[config.mk]
export PLATFORM = sky130hd
export DESIGN_NAME = fetch_queue_flat
export DESIGN_NICKNAME = d
export VERILOG_FILES = /design/src/rtl/fetch_queue_pkg.sv /design/src/rtl/fetch_queue_if.sv /design/src/rtl/fetch_queue_fifo.sv /design/src/rtl/fetch_queue.sv /design/src/flat_wrapper.sv
export SDC_FILE = /design/constraint.sdc
export NUM_CORES = 1
export LEC_CHECK = 0
export BUFFER_PORTS_ARGS = -buffer_cell sky130_fd_sc_hd__buf_2
export CORE_ASPECT_RATIO = 1.2
export CORE_MARGIN = 5
export CORE_UTILIZATION = 40
export CTS_CLUSTER_SIZE = 12
export DETAILED_ROUTE_END_ITERATION = 8
export SYNTH_ARGS = -nofsm -noshare
export SYNTH_HDL_FRONTEND = slang
export SYNTH_HIERARCHICAL = 1
export SYNTH_SLANG_ARGS = --single-unit
export TNS_END_PERCENT = 20
[constraint.sdc]
create_clock -name clk -period 3.78 [get_ports clk]
set_input_delay 0.378 -clock clk [delete_from_list [all_inputs] [get_ports clk]]
set_output_delay 0.378 -clock clk [all_outputs]
set_load 0.01 [all_outputs]
[src/rtl/fetch_queue_pkg.sv]
// Shared definitions for the instruction-fetch prefetch queue.
//   INST_W_DEF / ADDR_W_DEF / DEPTH_DEF : default widths and queue depth
//   fetch_entry_t                      : one queued {pc, instr} pair at default widths
//   cnt_w()                            : width of an occupancy counter for a given depth
package fetch_queue_pkg;

    localparam int INST_W_DEF = 24;
    localparam int ADDR_W_DEF = 16;
    localparam int DEPTH_DEF  = 4;

    typedef struct packed {
        logic [ADDR_W_DEF-1:0] pc;
        logic [INST_W_DEF-1:0] instr;
    } fetch_entry_t;

    // Counter must hold the value DEPTH itself, hence the extra bit.
    function automatic int cnt_w(input int depth);
        return $clog2(depth) + 1;
    endfunction

endpackage

[src/rtl/fetch_queue_if.sv]
// Bus bundle between the fetch queue, the instruction ROM and the decode stage.
//   master : fetch queue side (drives rom_addr and the decode head outputs)
//   slave  : environment side (ROM data, decode stall, branch redirect)
//   rom_addr/rom_data           : ROM read port, data one cycle after address
//   stall_d, redirect, redirect_pc : decode-stage control
//   instr_d, pc_d, valid_d, count  : head entry and occupancy
interface fetch_queue_if
    import fetch_queue_pkg::*;
#(
    parameter int INST_W = INST_W_DEF,
    parameter int ADDR_W = ADDR_W_DEF,
    parameter int DEPTH  = DEPTH_DEF
) ();
    localparam int CNT_W = cnt_w(DEPTH);

    logic [ADDR_W-1:0] rom_addr;
    logic [INST_W-1:0] rom_data;
    logic              stall_d;
    logic              redirect;
    logic [ADDR_W-1:0] redirect_pc;
    logic [INST_W-1:0] instr_d;
    logic [ADDR_W-1:0] pc_d;
    logic              valid_d;
    logic [CNT_W-1:0]  count;

    modport master (
        output rom_addr, instr_d, pc_d, valid_d, count,
        input  rom_data, stall_d, redirect, redirect_pc
    );

    modport slave (
        input  rom_addr, instr_d, pc_d, valid_d, count,
        output rom_data, stall_d, redirect, redirect_pc
    );
endinterface

[src/rtl/fetch_queue_fifo.sv]
// Generic DEPTH-entry synchronous FIFO of entry_t.
//   clk, reset : clock, async active-low reset of pointers and count
//   push/wdata : write at tail
//   pop        : remove head
//   flush      : empty the queue (overrides push/pop)
//   count      : current occupancy
//   head       : entry at read pointer (undefined when count == 0)
// Storage is not reset; only pointers and count are.
module fetch_queue_fifo
    import fetch_queue_pkg::*;
#(
    parameter int  DEPTH   = DEPTH_DEF,
    parameter type entry_t = fetch_entry_t,
    localparam int PTR_W   = $clog2(DEPTH),
    localparam int CNT_W   = cnt_w(DEPTH)
) (
    input  logic             clk,
    input  logic             reset,
    input  logic             push,
    input  logic             pop,
    input  logic             flush,
    input  entry_t           wdata,
    output logic [CNT_W-1:0] count,
    output entry_t           head
);
    entry_t mem [DEPTH];

    logic [PTR_W-1:0] wr_ptr_q, wr_ptr_d;
    logic [PTR_W-1:0] rd_ptr_q, rd_ptr_d;
    logic [CNT_W-1:0] count_q, count_d;

    // DEPTH is a power of two, so pointers wrap by natural overflow.
    always_comb begin
        wr_ptr_d = wr_ptr_q;
        rd_ptr_d = rd_ptr_q;
        count_d  = count_q;
        if (flush) begin
            wr_ptr_d = '0;
            rd_ptr_d = '0;
            count_d  = '0;
        end else begin
            if (push) wr_ptr_d = wr_ptr_q + PTR_W'(1);
            if (pop)  rd_ptr_d = rd_ptr_q + PTR_W'(1);
            count_d = count_q + CNT_W'(push) - CNT_W'(pop);
        end
    end

    always_ff @(posedge clk or negedge reset) begin
        if (!reset) begin
            wr_ptr_q <= '0;
            rd_ptr_q <= '0;
            count_q  <= '0;
        end else begin
            wr_ptr_q <= wr_ptr_d;
            rd_ptr_q <= rd_ptr_d;
            count_q  <= count_d;
        end
    end

    always_ff @(posedge clk) begin
        if (push && !flush) mem[wr_ptr_q] <= wdata;
    end

    assign count = count_q;
    assign head  = mem[rd_ptr_q];
endmodule

[src/rtl/fetch_queue.sv]
// Instruction-fetch stage with prefetch queue between instruction ROM and decode.
//   clk   : clock (ROM shares it)
//   reset : asynchronous active-low reset
//   fq    : fetch_queue_if.master -- ROM port, decode head outputs, stall/redirect
// The fetch PC drives the ROM directly; a read issued in one cycle returns data
// the next, tracked by inflight/inflight_pc. Issue is throttled by a credit check
// that counts the in-flight read, so the queue can never overflow.
module fetch_queue
    import fetch_queue_pkg::*;
#(
    parameter int INST_W   = INST_W_DEF,
    parameter int ADDR_W   = ADDR_W_DEF,
    parameter int DEPTH    = DEPTH_DEF,
    parameter int PC_STEP  = 1,
    parameter int RESET_PC = 0
) (
    input logic          clk,
    input logic          reset,
    fetch_queue_if.master fq
);
    localparam int CNT_W = cnt_w(DEPTH);

    typedef struct packed {
        logic [ADDR_W-1:0] pc;
        logic [INST_W-1:0] instr;
    } entry_t;

    logic [ADDR_W-1:0] pc_q, pc_d;
    logic              inflight_q, inflight_d;
    logic [ADDR_W-1:0] inflight_pc_q, inflight_pc_d;

    logic             valid;
    logic             pop;
    logic             push;
    logic             issue;
    logic [CNT_W:0]   occ;
    logic [CNT_W-1:0] count;
    entry_t           head;
    entry_t           wdata;

    assign valid = (count != '0);

    always_comb begin
        pop   = valid & ~fq.stall_d & ~fq.redirect;
        push  = inflight_q & ~fq.redirect;
        // pop implies count >= 1, so occ cannot underflow.
        occ   = {1'b0, count} + (CNT_W+1)'(inflight_q) - (CNT_W+1)'(pop);
        issue = ~fq.redirect & (occ < (CNT_W+1)'(DEPTH));

        wdata.pc    = inflight_pc_q;
        wdata.instr = fq.rom_data;

        pc_d          = pc_q;
        inflight_d    = issue;
        inflight_pc_d = inflight_pc_q;
        if (fq.redirect) begin
            pc_d = fq.redirect_pc;
        end else if (issue) begin
            inflight_pc_d = pc_q;
            pc_d          = pc_q + ADDR_W'(PC_STEP);
        end
    end

    always_ff @(posedge clk or negedge reset) begin
        if (!reset) begin
            pc_q          <= ADDR_W'(RESET_PC);
            inflight_q    <= 1'b0;
            inflight_pc_q <= '0;
        end else begin
            pc_q          <= pc_d;
            inflight_q    <= inflight_d;
            inflight_pc_q <= inflight_pc_d;
        end
    end

    fetch_queue_fifo #(
        .DEPTH   (DEPTH),
        .entry_t (entry_t)
    ) u_fifo (
        .clk   (clk),
        .reset (reset),
        .push  (push),
        .pop   (pop),
        .flush (fq.redirect),
        .wdata (wdata),
        .count (count),
        .head  (head)
    );

    assign fq.rom_addr = pc_q;
    assign fq.valid_d  = valid;
    assign fq.count    = count;
    assign fq.instr_d  = valid ? head.instr : '0;
    assign fq.pc_d     = valid ? head.pc    : '0;
endmodule

[src/flat_wrapper.sv]
// flat-port wrapper written by rule: the top's interface ports become plain ports
module fetch_queue_flat import fetch_queue_pkg::*;
#(
    parameter int INST_W   = INST_W_DEF,
    parameter int ADDR_W   = ADDR_W_DEF,
    parameter int DEPTH    = DEPTH_DEF,
    parameter int PC_STEP  = 1,
    parameter int RESET_PC = 0
)
  (clk, reset, fq_rom_addr, fq_instr_d, fq_pc_d, fq_valid_d, fq_count, fq_rom_data, fq_stall_d, fq_redirect, fq_redirect_pc);
  fetch_queue_if #(.INST_W(INST_W), .ADDR_W(ADDR_W), .DEPTH(DEPTH)) fq_i ();
  input logic clk;
  input logic reset;
  output wire logic [$bits(fq_i.rom_addr)-1:0] fq_rom_addr;
  output wire logic [$bits(fq_i.instr_d)-1:0] fq_instr_d;
  output wire logic [$bits(fq_i.pc_d)-1:0] fq_pc_d;
  output wire logic [$bits(fq_i.valid_d)-1:0] fq_valid_d;
  output wire logic [$bits(fq_i.count)-1:0] fq_count;
  input wire logic [$bits(fq_i.rom_data)-1:0] fq_rom_data;
  input wire logic [$bits(fq_i.stall_d)-1:0] fq_stall_d;
  input wire logic [$bits(fq_i.redirect)-1:0] fq_redirect;
  input wire logic [$bits(fq_i.redirect_pc)-1:0] fq_redirect_pc;
  assign fq_rom_addr = fq_i.rom_addr;
  assign fq_instr_d = fq_i.instr_d;
  assign fq_pc_d = fq_i.pc_d;
  assign fq_valid_d = fq_i.valid_d;
  assign fq_count = fq_i.count;
  assign fq_i.rom_data = fq_rom_data;
  assign fq_i.stall_d = fq_stall_d;
  assign fq_i.redirect = fq_redirect;
  assign fq_i.redirect_pc = fq_redirect_pc;
  fetch_queue #(.INST_W(INST_W), .ADDR_W(ADDR_W), .DEPTH(DEPTH), .PC_STEP(PC_STEP), .RESET_PC(RESET_PC)) u_core (.clk(clk), .reset(reset), .fq(fq_i));
endmodule
# Word-level counts from Yosys, hierarchy flattened
# Memory sizes are Yosys's and may differ from the RTL's.
# Cells that the tools add are included.
word_totals:
  elab_cells: 39
  out_inout_bits: 60
  regBits: 40
  ram_bits: 160
  in_bits: 44
  memories: 1
memory_table:
  columns: ["name", "words", "width", "rd", "rd_clocked_by_memory_dff", "wr", "line", "text"]
  rows:
  - ["u_core.u_fifo.mem", 4, 40, 1, 0, 1, "fetch_queue_fifo.sv:26", "entry_t mem [DEPTH];"]
classes:
  n_addsub: 7
  reduce_logical: 7
  n_bitwise: 6
  order_cmp: 1
  mux: 11
ops:
  columns: ["op", "n"]
  rows:
  - ["16-bit 2-to-1 mux", 3]
  - ["24-bit 2-to-1 mux", 1]
  - ["16-bit by 1-bit adder with 16-bit output, second input constant", 1]
  - ["2-bit 2-to-1 mux", 4]
  - ["2-bit nonzero test", 3]
  - ["2-bit by 1-bit adder with 2-bit output, second input constant", 2]
  - ["3-bit by 1-bit adder with 4-bit output", 1]
  - ["1-bit AND", 4]
  - ["4-bit by 3-bit < comparator with 1-bit output, second input constant", 1]
  - ["4-bit by 1-bit subtractor with 4-bit output", 1]
  - ["3-bit by 1-bit adder with 3-bit output", 1]
  - ["3-bit 2-to-1 mux", 1]
  - ["3-bit nonzero test", 1]
  - ["3-bit by 1-bit subtractor with 3-bit output", 1]
  - ["1-bit 2-to-1 mux", 2]
  - ["1-bit NOT", 2]
  - ["2-bit AND reduction", 1]
  - ["1-bit logical AND", 1]
  - ["1-bit zero test", 1]

# Depth between registers and ports, before layout
# Gate-level depths: netlist of run 1.
logic_depth:
  ltp_word: 8
  ltp_mapped: 13
  depth_no_buf: 10

# Hierarchy
# Netlist of run 1, hierarchy kept.
by_module_without_submodules:
  columns: ["module", "n_inst", "seq_area_each_um2", "area_each_um2", "cells_per_inst"]
  rows:
  - ["fetch_queue_fifo", 1, 4979.8, 6249.7, 247]
  - ["fetch_queue", 1, 825.8, 2218.4, 241]

# Worst setup path after synthesis of run 1
# OpenSTA, ideal clock, no wires.
synth_path:
  kind: "register -> register"
  start: "register u_core.u_fifo.count_q[2], in the netlist u_core/u_fifo/count[2]"
  end: "register u_core.pc_q[7], in the netlist u_core/fq.rom_addr[7]"
  synth_period_minus_slack_ps: 3243
  path_buffers: 3
  setup_ps: 69
  required_time_ps: 3711
  stages_incl_launch_ff: 13
  arrival_time_ps: 3174
  path_slack_ps: 537
  cell_sequence: "dfrtp_1 -> nor3_1 -> clkbuf_1 -> nor3_1 -> ha_1 -> inv_1 -> ha_1 -> and3b_1 -> buf_4 -> or4_1 -> buf_6 -> a2111o_1 -> nand3_1"
synth_between:
  elab_chain_len: 7
  word_cells_on_any_way: 8
  classes_between: "add/sub (2); order compare (1); bitwise (3); reduce/logical (2)"
synth_lines:
  columns: ["item", "line", "text"]
  rows:
  - ["start, declared", "fetch_queue_fifo.sv:30", "logic [CNT_W-1:0] count_q, count_d;"]
  - ["start signal, assigned", "fetch_queue_fifo.sv:56", "count_q <= count_d;"]
  - ["3-bit nonzero test", "fetch_queue.sv:41", "assign valid = (count != '0);"]
  - ["1-bit AND (2 in series)", "fetch_queue.sv:44", "pop = valid & ~fq.stall_d & ~fq.redirect;"]
  - ["net u_core.pop", "fetch_queue.sv:33", "logic pop;"]
  - ["4-bit by 1-bit subtractor with 4-bit output", "fetch_queue.sv:47", "occ = {1'b0, count} + (CNT_W+1)'(inflight_q) - (CNT_W+1)'(pop);"]
  - ["4-bit by 3-bit < comparator with 1-bit output", "fetch_queue.sv:48", "issue = ~fq.redirect & (occ < (CNT_W+1)'(DEPTH));"]
  - ["1-bit AND", "fetch_queue.sv:48", null]
  - ["2-bit nonzero test (no source line)", null, null]
  - ["end signal, assigned", "fetch_queue.sv:66", "pc_q <= ADDR_W'(RESET_PC);"]
  - ["end signal, assigned", "fetch_queue.sv:70", "pc_q <= pc_d;"]
  - ["end, declared", "fetch_queue.sv:28", "logic [ADDR_W-1:0] pc_q, pc_d;"]
# The timed path passes the listed nets, and every way through them passes these cells.
# A chain may end at the register's enable or synchronous reset.

# Final worst setup path of run 1
layout_path:
  start: "register u_core.u_fifo.count_q[2], in the netlist u_core/u_fifo/count[2]"
  end: "register u_core.pc_q[12], in the netlist u_core/fq.rom_addr[12]"
# Same word-level chain as after synthesis.

==> metrics.yaml, run 1 <==
cts.repair_timing.setup_buffer_count: 0
ctsLongestPathBuffers: 2
floorplan.die_area_mm2: 0.0242
detailedRoute.firstPassIterationCount: 4
clock_root_buffer: "sky130_fd_sc_hd__clkbuf_16"
worst_path_dominant_cell_family: "simple AND/OR/NAND/NOR gates"
final_common_cell: "sky130_fd_sc_hd__edfxtp_1"
vdd.ir_drop.worst_v: 0.000507
dp_hpwl_mm: 10.3
routed_wl_mm: 16.5
most_frequent_cells_in_the_layout: "160 x sky130_fd_sc_hd__edfxtp_1, 103 x sky130_fd_sc_hd__buf_2, 55 x sky130_fd_sc_hd__nor2b_1, 38 x sky130_fd_sc_hd__dfrtp_1, 37 x sky130_fd_sc_hd__mux4_2"
worst-path-buf-inv: 1
worst-endpoint-arrival_ps: 3610
holdCritPathClass: "in -> async"
clkLatencyLatePin_ps: 420
initial_core_util_pct: 40.5
ctsHoldBuffers: 0
power.share.switching_pct: 32.2
grt_start_max_net_pins: 59
clock_skew_ps: 9.46
vias_in_the_first_global_route: 4870
routed_via_density: 5.33
slowest_stage: "sky130_fd_sc_hd__or4_1"
comb_power_share_pct: 27.5
yosys.area_share.simple_pct: 9.54
drv_slew: 0
antenna_found_initial: 0
synth_mux_area_share_pct: 13.0
synthAdderAreaFrac_pct: 1.71
gr-usage-all-layers_pct: 14.2
finalCriticalPeriod_ps: 3260
layout-area-overhead-vs-synth_pct: 15.3
syn_nets: 543
detailedRoute.firstIterationViolations: 233
cts.reportedPaths.clkPinSlew_ps: 70
drive_above_1_share_pct: 32.9
grt_pass1_wl_mm: 26.4
post_synthesis_xor_xnor_area_fraction_pct: 0.576
hold_violations: 0
fin_nets: 646
cts_resized: 0
synth_top_family_by_area: "multiplexers"
critical_path.max_fanout: 10
final_design_area_no_fill_mm2: 0.00977
worstPathCellList: "nor3_2 -> nor3_1 -> ha_1 -> inv_1 -> ha_1 -> and3b_1 -> or4_1 -> a2111o_1 -> nand3_1"
timing.final.setup_violations: 0
required_ps: 4130
yosys_register_bits: 200
cts_max_level: 4
antenna_cells_inserted: 0
fraction_of_the_yosys_area_taken_by_sequential_cells_pct: 68.6
critPathKind: "reg -> reg"
dpl_cell_area_mm2: 0.00921
cp_common_cell: "sky130_fd_sc_hd__ha_1"
power.leakage_uw: 0.00343
cap_violations: 0
synthFlopType: "sky130_fd_sc_hd__edfxtp_1"
edff_count_synth: 160
cts_buffers: 17
postSynthCellCount: 488
die_h_um: 169
area_of_the_mapped_netlist_mm2: 0.00847
clkPwrFrac_pct: 26.3
critical-path-max-stage-delay_ps: 740
intPower_uw: 4370
grt_overflow_total: 0
synthesis.area_per_instance_um2: 17.4
final_min_period_over_clock_period_pct: 86.2
p_switching_uw: 2080
yosysWarnings: 6
io_buffer_count: 103
number_of_rows_in_the_core_area: 58
numClockSinks: 200
tritoncts: "yes"
fillerInstances: 1814
setup_total_negative_slack_ps: 0
synth-async-reset-ratio_pct: 20.0
synth_compound_area_share_pct: 3.71
drcViolationCount: 0
boundaryPins: 104
route.detailed.wl_per_inst_um: 18.9
rsz0062_at_grt: "no"
powerDensity_mw_per_mm2: 661
route.antenna.remaining_nets: 0
worst_slew_margin_rel_pct: 26.3
power_frac_seq_pct: 46.3
power_uw: 6450
max_freq_ghz: 0.307
rrSetupSlack_ps: 520
cp-start-kind: "flip-flop"
core_area_mm2: 0.0209
die-width_um: 143
worst_margin_pin_slew_ps: 1110
status: "finished, final reports clean"
synth_cell_type_count: 53
cp-end-kind: "flip-flop"
place.gp.congestion: 0.786
dr_total_vias: 4660
==> final cells by class <==
cell class                      count  area, um^2  share of cell area (%)
Sequential cell                   200        5810                    59.5
Multi-Input combinational cell    248        2430                    24.9
Timing Repair Buffer              110         581                    5.94
Clock buffer                       18         429                    4.39
Tap cell                          270         338                    3.46
Clock inverter                     14         130                    1.33
Inverter                           14        52.6                   0.538
==> synth_stat cells (3+ instances only) <==
cell type                  instances  share of area (%)
sky130_fd_sc_hd__nor2b_1          55                4.1
sky130_fd_sc_hd__nor3b_1           3               0.27
sky130_fd_sc_hd__nor4_1            5               0.37
sky130_fd_sc_hd__mux2_1            7               0.93
sky130_fd_sc_hd__edfxtp_1        160                 57
sky130_fd_sc_hd__a21oi_1           5               0.30
sky130_fd_sc_hd__or4_1             3               0.27
sky130_fd_sc_hd__xnor2_1           3               0.31
sky130_fd_sc_hd__and2_1            4               0.30
sky130_fd_sc_hd__nand3_1          31                1.8
sky130_fd_sc_hd__a22oi_1           8               0.71
sky130_fd_sc_hd__o21ai_0           6               0.35
sky130_fd_sc_hd__o211ai_1          3               0.27
sky130_fd_sc_hd__mux4_1            3               0.93
sky130_fd_sc_hd__buf_12            4               0.95
sky130_fd_sc_hd__clkbuf_1         11               0.49
sky130_fd_sc_hd__buf_2             8               0.47
sky130_fd_sc_hd__ha_1             10                1.5
sky130_fd_sc_hd__nand2_1           5               0.22
sky130_fd_sc_hd__nor2_1           10               0.44
sky130_fd_sc_hd__inv_1            13               0.58
sky130_fd_sc_hd__a2111o_1          4               0.53
sky130_fd_sc_hd__mux4_2           37                9.8
sky130_fd_sc_hd__mux2_2            9                1.2
sky130_fd_sc_hd__nor3_1            6               0.35
sky130_fd_sc_hd__dfrtp_1          40                 12
==> metal layers <==
layer	GRT usage [%]	part of all wire, %	vias to the layer above
met3	3.21	5.3	22
li1	-	-	2126
met4	4.92	1.7	0
met5	0	0	-
met1	18.1	42	2357
met2	24.0	51	155
==> power groups by stage <==
stage	clock, uW	sequential (uW)	combinational (uW)
6_report	1690	2990	1770
5_1_grt	1840	3040	1960
4_1_cts	1740	3000	1820
3_5_place_dp	0	3040	1810
3_3_place_gp	0	3010	1790
2_1_floorplan	0	2960	1220
==> state kept, by name, indices dropped and copies added (netlist names) <==
register	count
u_core/u_fifo/mem	160
u_core/u_fifo/rd_ptr_q	2
u_core/u_fifo/wr_ptr_q	2
u_core/inflight_pc_q	16
u_core/inflight_q	1
u_core/fq.rom_addr	16
u_core/u_fifo/count	3
==> worst paths after layout <==
kind                                     startpoint                   endpoint  cells after the start
max                          u_core/u_fifo/count[2]     u_core/fq.rom_addr[12]                      9
min                                           reset     u_core/fq.rom_addr[12]                      1
max reg2reg                  u_core/u_fifo/count[2]     u_core/fq.rom_addr[12]                      9
min reg2reg                u_core/inflight_pc_q[13]   u_core/u_fifo/mem[3][37]                      0
max in group asynchronous                     reset  u_core/u_fifo/rd_ptr_q[1]                      1
min in group clk                     fq_rom_data[9]    u_core/u_fifo/mem[1][9]                      1
==> cells by family after synthesis <==
family,Yosys count
and+or+nand+nor,136
buffers and inverters,40
AOI/OAI and AO/OA,40
DFF,200
adders and majority gates,11
muxes,57
xor gates and xnor gates,4
==> per-stage QoR <==
| stage | std cells | setup slack [ps] | hold WS (ps) | utilization (%) |
|---|---|---|---|---|
| after floorplan | 488 | 537 | 82.4 | - |
| after global placement | 842 | 714 | 492 | 44.1 |
| after detailed placement | 842 | 573 | 508 | 44.1 |
| after CTS | 874 | 549 | 112 | 46.7 |
| after global routing | 874 | 363 | 143 | 46.7 |
| final | 874 | 520 | 97.2 | 46.7 |
(Power assumes the default switching activity.)
==> run 2, diff against run 1 <==
--- a/config.mk
+++ b/config.mk
@@ -11,6 +11,7 @@
 export CORE_UTILIZATION = 40
 export CTS_CLUSTER_SIZE = 12
 export DETAILED_ROUTE_END_ITERATION = 8
+export MAX_ROUTING_LAYER = met4
 export SYNTH_ARGS = -nofsm -noshare
 export SYNTH_HDL_FRONTEND = slang
 export SYNTH_HIERARCHICAL = 1
==> run 2 against run 1 <==
  * Non-clock buffer count up 1
  * Critical path depth stayed put
  * First-iteration DRC count grew 3.9%
  * Largest cell class unchanged
  * Clock power grew 2%
  * Cell area grew 0.13%
==> metrics.yaml, run 2 (synthesized netlist as in run 1, its figures left out) <==
status: "finished, final reports clean"
timing.reg2reg.worst_path_depth: 9  # unchanged
final_min_period_over_clock_period_pct: 85.6  # -0.63 points
final_design_area_no_fill_mm2: 0.00978  # +0.13%
tritoncts: "yes"
drcViolationCount: 0  # unchanged
fin_nets: 647  # +0.15%
cp-end-kind: "flip-flop"
die-width_um: 143  # unchanged
p_switching_uw: 2110  # +1.5%
setup_total_negative_slack_ps: 0  # unchanged
gr-usage-all-layers_pct: 14.3  # +0.091 points
rr_startpoint: "u_core/u_fifo/count[2]"
power_frac_seq_pct: 46.5  # +0.2 points
power.share.switching_pct: 32.5  # +0.28 points
antenna_found_initial: 0  # unchanged
ctsHoldBuffers: 0  # unchanged
clock_skew_ps: 6.90  # -2.56 ps
critPathKind: "reg -> reg"
routed_wl_mm: 16.4  # -0.51%
hold_violations: 0  # unchanged
boundaryPins: 104  # unchanged
fillerInstances: 1816  # +0.11%
holdCritPathClass: "in -> async"
most_frequent_cells_in_the_layout: "160 x sky130_fd_sc_hd__edfxtp_1, 103 x sky130_fd_sc_hd__buf_2, 55 x sky130_fd_sc_hd__nor2b_1, 38 x sky130_fd_sc_hd__dfrtp_1, 37 x sky130_fd_sc_hd__mux4_2"
routed_via_density: 5.30  # -0.61%
cts_buffers: 17  # unchanged
worst-endpoint-arrival_ps: 3590  # -20 ps
cp-start-kind: "flip-flop"
floorplan.die_area_mm2: 0.0242  # unchanged
cts.repair_timing.setup_buffer_count: 0  # unchanged
dpl_cell_area_mm2: 0.00920  # about the same
ctsLongestPathBuffers: 2  # unchanged
required_ps: 4140  # about the same
core_area_mm2: 0.0209  # unchanged
finalCriticalPeriod_ps: 3240  # -23.9 ps
rsz0062_at_grt: "no"
cts_resized: 0  # unchanged
cts.reportedPaths.clkPinSlew_ps: 70  # about the same
initial_core_util_pct: 40.5  # unchanged
detailedRoute.firstPassIterationCount: 4  # unchanged
clkLatencyLatePin_ps: 430  # about the same
largest_reg_flops: 160  # unchanged
die_h_um: 169  # unchanged
intPower_uw: 4380  # +0.19%
powerDensity_mw_per_mm2: 664  # +0.48%
cts_max_level: 4  # unchanged
max_freq_ghz: 0.309  # +0.74%
vdd.ir_drop.worst_v: 0.000537  # +5.9%
detailedRoute.firstIterationViolations: 242  # +3.9%
comb_power_share_pct: 26.8  # -0.7 points
worst_slew_margin_rel_pct: 27.6  # +1.4 points
io_buffer_count: 103  # unchanged
numClockSinks: 200  # unchanged
critical_path.max_fanout: 10  # unchanged
dp_hpwl_mm: 10.3  # +0.80%
drv_slew: 0  # unchanged
clkPwrFrac_pct: 26.7  # +0.4 points
grt_start_max_net_pins: 59  # unchanged
final_common_cell: "sky130_fd_sc_hd__edfxtp_1"
layout-area-overhead-vs-synth_pct: 15.5
cap_violations: 0  # unchanged
rrSetupSlack_ps: 540  # +20 ps
hold_ws_ps: 84.3  # -12.9 ps
route.detailed.wl_per_inst_um: 18.8  # -0.63%
power.leakage_uw: 0.00344  # +0.35%
antenna_cells_inserted: 0  # unchanged
grt_pass1_wl_mm: 25.6  # -3.3%
worst_margin_pin_slew_ps: 1090  # -20.7 ps
drive_above_1_share_pct: 33.1  # +0.11 points
timing.final.setup_violations: 0  # unchanged
clock_root_buffer: "sky130_fd_sc_hd__clkbuf_16"
route.antenna.remaining_nets: 0  # unchanged
vias_in_the_first_global_route: 4763  # -2.2%
r2r-end: "u_core/fq.rom_addr[7]"
max_flop_register: "u_core/u_fifo/mem"
dr_total_vias: 4637  # -0.49%
place.gp.congestion: 0.803  # +2.2%
number_of_rows_in_the_core_area: 58  # unchanged
grt_overflow_total: 0  # unchanged
[run 2: metal layers]
metal  up-vias  share of wire (%)  wire, um  global-route usage [%]
met1      2333                 43      7030                    18.4
met4         0               0.77       126                    4.22
met3         9                5.3       873                    2.93
li1       2125                  -         -                       -
met5         -                  0         0                       -
met2       170                 51      8410                    23.0
[run 2: power groups by stage]
stage	logic [uW]	clock network (uW)	registers, uW
after floorplan	1220	0	2960
after global placement	1750	0	3040
after detailed placement	1770	0	3070
after CTS	1780	1790	3030
after global routing	1920	1880	3070
final	1740	1730	3020
[run 2: stage by stage]
stage | power, uW | utilization (%) | std cells | setup WS, ps
finish | 6490 | 46.8 | 875 | 544
global route | 6870 | 46.8 | 875 | 372
CTS | 6590 | 46.8 | 875 | 550
detailed placement | 4850 | 44.0 | 843 | 580
global placement | 4790 | 44.0 | 843 | 716
floorplan | 4180 | - | 488 | 537
[run 2: cell type report]
type / instances / area (um^2) / share of cell area, %
repair buffers: 111 / 576 / 5.89
inverters: 14 / 52.6 / 0.537
flip-flops and latches: 200 / 5810 / 59.4
well taps: 270 / 338 / 3.45
clock inverters: 14 / 148 / 1.51
clock buffers: 18 / 429 / 4.39
multi-input cells: 248 / 2430 / 24.8
[run 2: worst max-delay path: stages (launching register included)]
cell and delay, ps:
sky130_fd_sc_hd__dfrtp_1 490, sky130_fd_sc_hd__nor3_2 100, sky130_fd_sc_hd__nor3_1 500, sky130_fd_sc_hd__ha_1 260
sky130_fd_sc_hd__inv_1 40, sky130_fd_sc_hd__ha_1 250, sky130_fd_sc_hd__and3b_1 280, sky130_fd_sc_hd__or4_1 730
sky130_fd_sc_hd__a2111o_1 430, sky130_fd_sc_hd__nand3_1 80
[run 2: worst max path at each step]
stage | slack [ps] | to | cells after the start | start
2_1_floorplan | 540 | u_core/fq.rom_addr[7] | 12 | u_core/u_fifo/count[2]
3_3_place_gp | 720 | u_core/fq.rom_addr[7] | 9 | fq_redirect
3_5_place_dp | 580 | u_core/fq.rom_addr[7] | 9 | u_core/u_fifo/count[2]
4_1_cts | 550 | u_core/fq.rom_addr[7] | 9 | u_core/u_fifo/count[2]
5_1_grt | 370 | u_core/fq.rom_addr[7] | 9 | u_core/u_fifo/count[2]
6_report | 540 | u_core/fq.rom_addr[7] | 9 | u_core/u_fifo/count[2]
==> run 3, diff against run 2 <==
--- a/config.mk
+++ b/config.mk
@@ -12,6 +12,7 @@
 export CTS_CLUSTER_SIZE = 12
 export DETAILED_ROUTE_END_ITERATION = 8
 export MAX_ROUTING_LAYER = met4
+export RECOVER_POWER = 25
 export SYNTH_ARGS = -nofsm -noshare
 export SYNTH_HDL_FRONTEND = slang
 export SYNTH_HIERARCHICAL = 1
==> constraint.sdc (replaced) <==
create_clock -name clk -period 3.78 [get_ports clk]
set_input_delay 0.756 -clock clk [delete_from_list [all_inputs] [get_ports clk]]
set_output_delay 0.756 -clock clk [all_outputs]
set_load 0.01 [all_outputs]
==> run 3 against run 2 <==
  * Clock skew is 0.71 ps higher
  * Worst hold slack improved by 370 ps
  * Non-clock buffer count is 3 higher
  * Global-route usage rose by 0.70 points
  * Combinational power up 2%
==> metrics.yaml, run 3 (synthesized netlist as in run 1, its figures left out) <==
antenna_found_initial: 0  # unchanged
critPathKind: "reg -> reg"
grt_start_max_net_pins: 59  # unchanged
power.leakage_uw: 0.00341  # -1.1%
worstPathCellList: "nor3_2 -> nor3_1 -> ha_1 -> inv_1 -> ha_1 -> and3b_1 -> or4_1 -> a2111o_1 -> nand3_1"
tritoncts: "yes"
drv_slew: 0  # unchanged
cp_common_cell: "sky130_fd_sc_hd__ha_1"
met1_length_mm: 7.26  # +3.3%
timing.final.setup_violations: 0  # unchanged
route.antenna.remaining_nets: 0  # unchanged
drcViolationCount: 0  # unchanged
detailedRoute.firstPassIterationCount: 4  # unchanged
routed_wl_mm: 16.9  # +3.0%
cp-start-kind: "flip-flop"
numClockSinks: 200  # unchanged
worst-path-stages: 9  # unchanged
required_ps: 4140  # about the same
floorplan.die_area_mm2: 0.0242  # unchanged
holdCritPathClass: "in -> async"
grt_pass1_wl_mm: 27.1  # +5.9%
boundaryPins: 104  # unchanged
final_min_period_over_clock_period_pct: 79.7  # -5.9 points
number_of_rows_in_the_core_area: 58  # unchanged
cap_violations: 0  # unchanged
dp_hpwl_mm: 10.8  # +4.9%
fillerInstances: 1824  # +0.44%
vias_in_the_first_global_route: 4976  # +4.5%
topRoutingLayerUsed: "met4"
max_freq_ghz: 0.332  # +7.5%
setup_total_negative_slack_ps: 0  # unchanged
met2RoutedLength_mm: 8.71  # +3.5%
worst_path_dominant_cell_family: "simple AND/OR/NAND/NOR gates"
cts_resized: 0  # unchanged
layout-area-overhead-vs-synth_pct: 16.3
initial_core_util_pct: 40.5  # unchanged
worst-endpoint-arrival_ps: 3370  # -220 ps
slowest_stage: "sky130_fd_sc_hd__or4_1"
ctsLongestPathBuffers: 2  # unchanged
fin_nets: 650  # +0.46%
final_critical_path_setup_slack_ps: 768  # +224 ps
critical-path-max-stage-delay_ps: 730  # about the same
rsz0062_at_grt: "no"
clock_root_buffer: "sky130_fd_sc_hd__clkbuf_16"
status: "finished, final reports clean"
final_design_area_no_fill_mm2: 0.00985  # +0.68%
hold_violations: 0  # unchanged
worst_slew_margin_rel_pct: 38.9  # +11 points
cts_buffers: 17  # unchanged
cts_max_level: 4  # unchanged
route.detailed.wl_per_inst_um: 19.3  # +2.7%
cts.repair_timing.setup_buffer_count: 0  # unchanged
wl_met3_um: 790  # -9.5%
gr-usage-all-layers_pct: 15.0  # +0.70 points
max_flop_register: "u_core/u_fifo/mem"
antenna_cells_inserted: 0  # unchanged
most_frequent_cells_in_the_layout: "160 x sky130_fd_sc_hd__edfxtp_1, 79 x sky130_fd_sc_hd__buf_2, 55 x sky130_fd_sc_hd__nor2b_1, 38 x sky130_fd_sc_hd__dfrtp_1, 37 x sky130_fd_sc_hd__mux4_2"
preCtsSetupSlack_ps: 550  # -30.6 ps
dpl_cell_area_mm2: 0.00929  # +0.92%
ctsHoldBuffers: 0  # unchanged
finalCriticalPeriod_ps: 3010  # -224 ps
worst-path-buf-inv: 1  # unchanged
clock_skew_ps: 7.61  # +0.710 ps
routed_via_density: 5.37  # +1.3%
largest_reg_flops: 160  # unchanged
worst_margin_pin_slew_ps: 917  # -169 ps
vdd.ir_drop.worst_v: 0.000363  # -32%
detailedRoute.firstIterationViolations: 237  # -2.1%
cp-end-kind: "flip-flop"
place.gp.congestion: 0.770  # -4.1%
critical_path.max_fanout: 10  # unchanged
timing.reg2reg.worst_path_depth: 9  # unchanged
clkLatencyLatePin_ps: 420  # about the same
die-width_um: 143  # unchanged
powerDensity_mw_per_mm2: 667  # +0.55%
cts.reportedPaths.clkPinSlew_ps: 70  # about the same
grt_overflow_total: 0  # unchanged
io_buffer_count: 103  # unchanged
core_area_mm2: 0.0209  # unchanged
die_h_um: 169  # unchanged
dr_total_vias: 4708  # +1.5%
drive_above_1_share_pct: 29.3  # -3.7 points
final_common_cell: "sky130_fd_sc_hd__edfxtp_1"
run 3: cell count changes in the layout (fill, tap and decap cells not counted), moves of 3 or more:
cell | previous run | this run
sky130_fd_sc_hd__clkbuf_1 | 1 | 24
sky130_fd_sc_hd__inv_6 | 7 | 4
sky130_fd_sc_hd__buf_12 | 0 | 5
sky130_fd_sc_hd__buf_2 | 103 | 79
run 3: through the flow:
step	std cells	power (uW)	hold slack [ps]	util (%)
finish	877	6570	455	47.1
global route	877	6960	519	47.1
CTS	877	6680	486	47.3
detailed placement	846	4870	510	44.4
global placement	846	4810	493	44.4
floorplan	488	4180	460	-
run 3: metal layers:
layer	track usage [%]	vias up
met4	4.09	0
met1	18.9	2420
met2	24.4	132
li1	-	2140
met3	3.64	16
met5	-	-
run 3: area by class of cell:
class                      count  area [um^2]  share of cell area [%]
sequential                   200         5810                    59.0
multi-input combinational    248         2430                    24.7
timing repair buffer         114          631                    6.40
clock buffer                  17          425                    4.32
tap                          270          338                    3.43
clock inverter                14          163                    1.65
inverter                      14         52.6                   0.534
run 3: path summary, 6_finish.rpt:
check / slack [ps] / endpoint / startpoint
setup / recovery: 770 / u_core/fq.rom_addr[11] / u_core/u_fifo/count[2]
setup reg to reg: 770 / u_core/fq.rom_addr[11] / u_core/u_fifo/count[2]
max in group asynchronous: 2680 / u_core/u_fifo/rd_ptr_q[0] / reset
min in group clk: 530 / u_core/u_fifo/mem[2][32] / u_core/inflight_pc_q[8]
hold reg to reg: 530 / u_core/u_fifo/mem[2][32] / u_core/inflight_pc_q[8]
hold / removal: 460 / u_core/fq.rom_addr[10] / reset
run 3: worst register-to-register path: stages, from the launching register on:
cell and delay (ps):
sky130_fd_sc_hd__dfrtp_1 470, sky130_fd_sc_hd__nor3_2 360, sky130_fd_sc_hd__nor3_1 120, sky130_fd_sc_hd__ha_1 200
sky130_fd_sc_hd__inv_1 50, sky130_fd_sc_hd__ha_1 210, sky130_fd_sc_hd__and3b_1 280, sky130_fd_sc_hd__or4_1 730
sky130_fd_sc_hd__a2111o_1 450, sky130_fd_sc_hd__nand3_1 70
run 3: report_power, final:
part / switching [uW] / leakage (uW) / total [uW] / internal [uW]
registers: 277 / 0.00190 / 2990 / 2710
logic: 993 / 0.00122 / 1780 / 791
clock network: 807 / 0.000282 / 1800 / 990
total: 2080 / 0.00341 / 6570 / 4490
